## config.mk

```make
export PLATFORM = sky130hd
export DESIGN_NAME = manual_entry_fsm
export DESIGN_NICKNAME = d
export VERILOG_FILES = /design/src/rtl/manual_entry_fsm.sv
export SDC_FILE = /design/constraint.sdc
export NUM_CORES = 1
export LEC_CHECK = 0
export BUFFER_PORTS_ARGS = -buffer_cell sky130_fd_sc_hd__buf_2
export CORE_UTILIZATION = 35
export CTS_BUF_LIST = sky130_fd_sc_hd__clkbuf_4
export DETAILED_ROUTE_END_ITERATION = 12
export PLACE_DENSITY = 0.57
export SLEW_MARGIN = 20
export SYNTH_ARGS = -nofsm -noshare
export SYNTH_HDL_FRONTEND = slang
export SYNTH_SLANG_ARGS = --single-unit
```

## constraint.sdc

```tcl
create_clock -name clk -period 3.8 [get_ports clk]
set_input_delay 0.57 -clock clk [delete_from_list [all_inputs] [get_ports clk]]
set_output_delay 0.57 -clock clk [all_outputs]
set_load 0.05 [all_outputs]
```

## src/rtl/manual_entry_fsm.sv

```systemverilog
// Operator-driven control source for data_path: debounced KEY presses step through
// opcode / destination / source capture, then issue one register-file write.

module manual_entry_key #(
    parameter int unsigned DEB_CYCLES = 4
) (
    input  logic clk,
    input  logic reset,
    input  logic key_n,
    output logic press
);
    localparam int unsigned CNT_W = (DEB_CYCLES > 1) ? $clog2(DEB_CYCLES) : 1;
    localparam logic [CNT_W-1:0] CNT_LAST = CNT_W'(DEB_CYCLES - 1);

    logic             sync1;
    logic             sync2;
    logic             deb;
    logic [CNT_W-1:0] cnt;

    always_ff @(posedge clk) begin
        if (!reset) begin
            sync1 <= 1'b1;
            sync2 <= 1'b1;
            deb   <= 1'b1;
            cnt   <= '0;
            press <= 1'b0;
        end else begin
            sync1 <= key_n;
            sync2 <= sync1;
            press <= 1'b0;
            if (sync2 != deb) begin
                // The flip happens on the DEB_CYCLES-th consecutive disagreeing cycle
                if (cnt == CNT_LAST) begin
                    deb   <= sync2;
                    cnt   <= '0;
                    press <= ~sync2;
                end else begin
                    cnt <= cnt + 1'b1;
                end
            end else begin
                cnt <= '0;
            end
        end
    end
endmodule

module manual_entry_fsm #(
    parameter int unsigned DEB_CYCLES = 250000
) (
    input  logic        clk,
    input  logic        reset,
    input  logic        key_enter_n,
    input  logic        key_cancel_n,
    input  logic [9:0]  sw,
    input  logic [4:0]  Flags_in,
    output logic [3:0]  Rsrc_sel,
    output logic [3:0]  Rdest_sel,
    output logic        Imm_sel,
    output logic [15:0] Imm_in,
    output logic [7:0]  opcode,
    output logic [15:0] wEnable,
    output logic [4:0]  flags_q,
    output logic [3:0]  stage_led,
    output logic        done_pulse
);
    typedef enum logic [2:0] {S_OPC, S_DST, S_SRC, S_EXEC, S_DONE} state_t;

    state_t state;
    state_t state_nx;
    logic   enter_evt;
    logic   cancel_evt;
    logic   advance;
    logic   nowrite;

    manual_entry_key #(.DEB_CYCLES(DEB_CYCLES)) u_enter (
        .clk   (clk),
        .reset (reset),
        .key_n (key_enter_n),
        .press (enter_evt)
    );

    manual_entry_key #(.DEB_CYCLES(DEB_CYCLES)) u_cancel (
        .clk   (clk),
        .reset (reset),
        .key_n (key_cancel_n),
        .press (cancel_evt)
    );

    // Cancel takes priority over a coincident enter
    assign advance = enter_evt & ~cancel_evt;

    always_ff @(posedge clk) begin
        if (!reset) begin
            state <= S_OPC;
        end else begin
            state <= state_nx;
        end
    end

    always_comb begin
        state_nx   = state;
        wEnable    = '0;
        done_pulse = 1'b0;
        stage_led  = 4'b0000;
        case (state)
            S_OPC: begin
                stage_led = 4'b0001;
                if (advance) state_nx = S_DST;
            end
            S_DST: begin
                stage_led = 4'b0010;
                if (cancel_evt)   state_nx = S_OPC;
                else if (advance) state_nx = S_SRC;
            end
            S_SRC: begin
                stage_led = 4'b0100;
                if (cancel_evt)   state_nx = S_OPC;
                else if (advance) state_nx = S_EXEC;
            end
            S_EXEC: begin
                stage_led = 4'b1000;
                if (!nowrite) wEnable = 16'h0001 << Rdest_sel;
                state_nx = S_DONE;
            end
            S_DONE: begin
                stage_led  = 4'b1000;
                done_pulse = 1'b1;
                state_nx   = S_OPC;
            end
            default: state_nx = S_OPC;
        endcase
    end

    always_ff @(posedge clk) begin
        if (!reset) begin
            opcode    <= '0;
            Rdest_sel <= '0;
            Rsrc_sel  <= '0;
            Imm_sel   <= 1'b0;
            Imm_in    <= '0;
            nowrite   <= 1'b0;
            flags_q   <= '0;
        end else begin
            if (advance && state == S_OPC) opcode <= sw[7:0];
            if (advance && state == S_DST) Rdest_sel <= sw[3:0];
            if (advance && state == S_SRC) begin
                nowrite <= sw[8];
                if (sw[9]) begin
                    Imm_sel <= 1'b1;
                    Imm_in  <= {{8{sw[7]}}, sw[7:0]};
                end else begin
                    Imm_sel  <= 1'b0;
                    Rsrc_sel <= sw[3:0];
                end
            end
            if (state == S_DONE) flags_q <= Flags_in;
        end
    end
endmodule

```

# --- After elaboration in Yosys (flattened, before gate mapping) ---
# Cells that the tools add are included.
op_classes:
  addsub: 2
  n_eq_ne: 11
  shifts: 1
  muxes: 11
  bitwise: 8
  reduce_logical: 14
ops:
  columns: ["op", "n"]
  rows:
  - ["18-bit by 1-bit adder with 18-bit output (second input constant)", 2]
  - ["18-bit == test (second input constant)", 2]
  - ["16-bit two-way mux", 2]
  - ["4-bit case mux with 4 select lines", 1]
  - ["1-bit by 4-bit left shift with 16-bit output (first input constant)", 1]
  - ["3-bit two-way mux", 5]
  - ["3-bit case mux with 4 select lines", 1]
  - ["3-bit AND reduction", 3]
  - ["2-bit AND reduction", 4]
  - ["1-bit NOT", 7]
  - ["3-bit by 2-bit == test with 1-bit output (second input constant)", 2]
  - ["3-bit by 2-bit != test with 1-bit output (second input constant)", 2]
  - ["3-bit OR reduction", 2]
  - ["3-bit by 1-bit == test with 1-bit output (second input constant)", 1]
  - ["3-bit == test (second input constant)", 1]
  - ["1-bit logical AND", 3]
  - ["3-bit zero test", 1]
  - ["1-bit two-way mux", 2]
  - ["1-bit != test", 2]
  - ["2-bit != test (second input constant)", 1]
  - ["2-bit OR reduction", 1]
  - ["1-bit AND", 1]
word_totals:
  ff_bits: 78
  out_inout_bits: 59

# --- Depth between registers and ports, before layout ---
logic_depth:
  word_depth: 5
  ltp_mapped: 6

# --- Cells and area by module ---
# Synthesis repeated with hierarchy kept, for this count alone.
unflattened:
  hier_cells: 393
  area_unflattened_um2: 3520.9
modules_own_cells:
  columns: ["mod", "n_inst", "cells_each", "area_per_inst_um2", "seq_area_each_um2"]
  rows:
  - ["manual_entry_key", 2, 109, 992.2, 440.4]
  - ["manual_entry_fsm", 1, 175, 1536.5, 680.7]

# --- Worst setup path after synthesis ---
# No wires, ideal clock.
synth_path:
  path_type: "reg-to-output"
  startpoint: "register state[0]"
  endpoint: "output port wEnable[0]"
  t_arrival_ns: 2.156
  slack_ns: 1.074
  path_stages_with_launch: 5
  path_buffers: 1
  path_cell_list: "dfxtp_1 -> clkbuf_1 -> nand4bb_1 -> or3_1 -> nor3_1"
synth_between:
  elab_chain_len: 2
synth_rtl:
  columns: ["item", "line_no", "source"]
  rows:
  - ["start, declared", "68", "state_t state;"]
  - ["start signal, assigned", "96", "state <= state_nx;"]
  - ["3-bit by 2-bit == test with 1-bit output", "105", "case (state)"]
  - ["16-bit two-way mux", "105", null]
  - ["end, declared", "61", "output logic [15:0] wEnable,"]
# No other way between the ends.

# --- Worst setup path in the final report ---
layout_path:
  startpoint: "register state[1]"
  endpoint: "output port wEnable[0]"
# The elaborated chain is that of the path after synthesis.

==> results by group <==
Synthesis
  • Syn nets: 405
  • Synth Register Bits: 78
  • Ys Warns: 0
  • Netlist Area Pre-Place: 0.00340 mm^2
  • Number of flops mapped to enable cells by yosys: 0
  • Register area share after synthesis: 46.0%
  • Ys async rst share: 0%
  • Syn avg cell area: 8.85 um^2
  • Most used DFF post-synth: dfxtp_1
  • Cells after Synth: 384
  • Netlist cell types: 34

Worst setup path
  • Reg-to-reg endpoint: Imm_in[6]
  • CP endpoint: wEnable[0]
  • Worst Path Required: 3.23 ns
  • Critical Path Start Type: flip-flop
  • Crit path capture type: output port
  • R2r setup slk: 1.84 ns
  • Crit path DAT: 2.03 ns
  • Critical Path Source: state[1]
  • CP max FO: 13
  • Worst r2r src: state[0]
  • Critical path class: reg2out
  • Worst reg2reg path depth: 5

STA
  • Slew @ Worst Pin: 0.781 ns
  • Slew Limit Fails: 0
  • Crit path time final: 2.60 ns
  • Maximum clock frequency: 385 MHz
  • Sum Neg Setup Slack: 0 ns
  • Final Cycle Share: 68.4%
  • RSZ-0062 raised after global routing: no
  • Finish-stage setup viols: 0
  • Final hold vios: 0
  • Slew headroom: 47.8%
  • Hold WS: 0.352 ns
  • Clock skew: 0.0130 ns

Drt
  • 1st-pass router iterations: 4
  • DRT antenna net count: 0
  • Routed WL: 6870 um
  • DR iter-0 viols: 85
  • Via/cell ratio: 4.71
  • Via Count: 2771
  • DRC viols: 0
  • Wirelength per Cell: 11.7 um

Global routing
  • GRT Util Overall: 14.3%
  • GRT Residual Overflow: 0
  • Largest net degree at the start of global routing: 44
  • Vias in the first global route: 2430
  • Initial antenna violation count: 0
  • First-pass GRT wire length: 11400 um

Die
  • Die Footprint: 0.0101 mm^2
  • I/O pin count: 78
  • Die Width: 101 um
  • Core Area: 0.00933 mm^2
  • Die height: 101 um
  • Std-Cell Rows: 35
  • Initial Utilization: 36.4%

Clock tree
  • Post-CTS resize count: 0
  • Clock Latency Late Sink: 0.42 ns
  • Setup Buffers After CTS: 0
  • CTS tree: done
  • Number of buffers created by CTS: 9
  • Clock Pin Slew Worst Setup and Hold Paths: 0.13 ns
  • Clock buffer depth: 2
  • H-tree depth: 3
  • Root Driver: clkbuf_4
  • Clk sinks: 78
  • Post-CTS Hold Fix Bufs: 0

Placement
  • Input/output buffers: 77
  • Post-DP Area: 0.00385 mm^2
  • Post-DP HPWL: 4870 um
  • GPL Wtd Cong: 0.740

Final layout
  • Fill cell count: 955
  • Share of cells above drive strength 1: 22.4%
  • Final core utilization: 43.3%
  • Fin area: 0.00404 mm^2
  • Antenna Cells: 0
  • Layout Nets: 475
  • Area delta synth->final: 18.9%

Power and ir drop
  • LEAKAGE: 1.56 nW
  • VDD IR max: 0.190 mV
  • PwrDens: 367 mW/mm^2
  • PnR Total Power: 1.48 mW

Outcome
  • Outcome: finished, final reports clean

Hold path
  • Hold Crit Class: in2reg
  • Hold path cells: 2

Run
  • Max cap viols: 0
-- layer usage --
layer / part of all wire, % / up-vias / GRT usage [%]
met5: 0 / - / 0
met1: 51 / 1230 / 18.7
met2: 42 / 81 / 22.1
li1: - / 1449 / -
met4: 2.0 / 0 / 7.36
met3: 5.2 / 11 / 3.12
-- cell usage after synthesis (all sizes together), types with 4 or more instances --
library cell,n,area [um^2]
dfxtp,78,1560
nor2,61,229
nand2,28,105
xnor2,24,210
nand3,23,125
mux2i,21,210
nor2b,21,131
nor4,14,87.6
a21boi,13,97.6
nand4,13,87.6
buf,11,75.1
nor3,11,55.1
clkbuf,9,33.8
inv,9,33.8
o21ai,8,40.0
nand2b,7,43.8
xor2,5,43.8
a21oi,4,20.0
and3,4,25.0
or3,4,25.0
-- kinds of logic after synthesis --
logic type | count (synthesis) | share of synthesized area [%]
buffers and inverters | 29 | 4.20
and+or+nand+nor | 195 | 29.4
adders and majority gates | 2 | 0.737
muxes | 21 | 6.19
xor gates and xnor gates | 29 | 7.48
AOI/OAI and AO/OA | 30 | 6.08
DFF | 78 | 46.0
-- critical path, cell delays in order (launching register included) --
cell and delay (ns):
dfxtp_1 0.57, nand4bb_1 0.21, or3_1 0.41, nor3_1 0.14, buf_2 0.29
-- power by group --
part | leakage, nW | switching (mW) | internal (mW)
clock | 0.0923 | 0.296 | 0.335
combinational | 0.843 | 0.0174 | 0.0141
sequential | 0.629 | 0.00163 | 0.820
total | 1.56 | 0.315 | 1.17
-- how the worst min path moves through the flow --
stage,end,slack (ns),from
final,u_enter.sync1,0.35,key_enter_n
after CTS,u_enter.sync1,0.32,key_enter_n
after global placement,u_enter.sync2,0.39,u_enter.sync1
after floorplan,u_cancel.sync2,0.39,u_cancel.sync1
after detailed placement,u_cancel.sync2,0.39,u_cancel.sync1
after global routing,u_enter.sync1,0.34,key_enter_n
-- flip-flops by register name, summed over array words and instances (netlist names), 3 cells and up --
name          flops
u_cancel.cnt     18
opcode            8
Rdest_sel         4
flags_q           5
Imm_in            8
u_enter.cnt      18
state             3
Rsrc_sel          4
-- area by class of cell --
cell class,instances,area [um^2],area share [%]
flip-flops and latches,78,1560,38.6
well taps,129,161,4.00
multi-input cells,277,1690,41.9
clock inverters,7,123,3.04
inverters,9,33.8,0.836
repair buffers,79,400,9.91
clock buffers,9,67.6,1.67
-- cell usage in the layout (no fill, tap or decap), types with 5 or more instances in the layout --
cell      count
xor2_1        5
o21ai_0       8
nor2b_1      21
a21boi_0     13
nand3_1      21
nand4_1      12
inv_1         9
xnor2_1      24
nor4_1       14
mux2i_1      21
nand2_1      28
nand2b_1      7
buf_2        77
dfxtp_1      78
clkbuf_4      9
nor3_1       11
nor2_1       61
-- per-stage QoR --
stage	cells	setup slack (ns)
after floorplan	384	1.07
after CTS	588	1.18
after detailed placement	572	1.67
after global routing	588	1.03
final	588	1.20
after global placement	572	1.71
(Power assumes the default switching activity.)
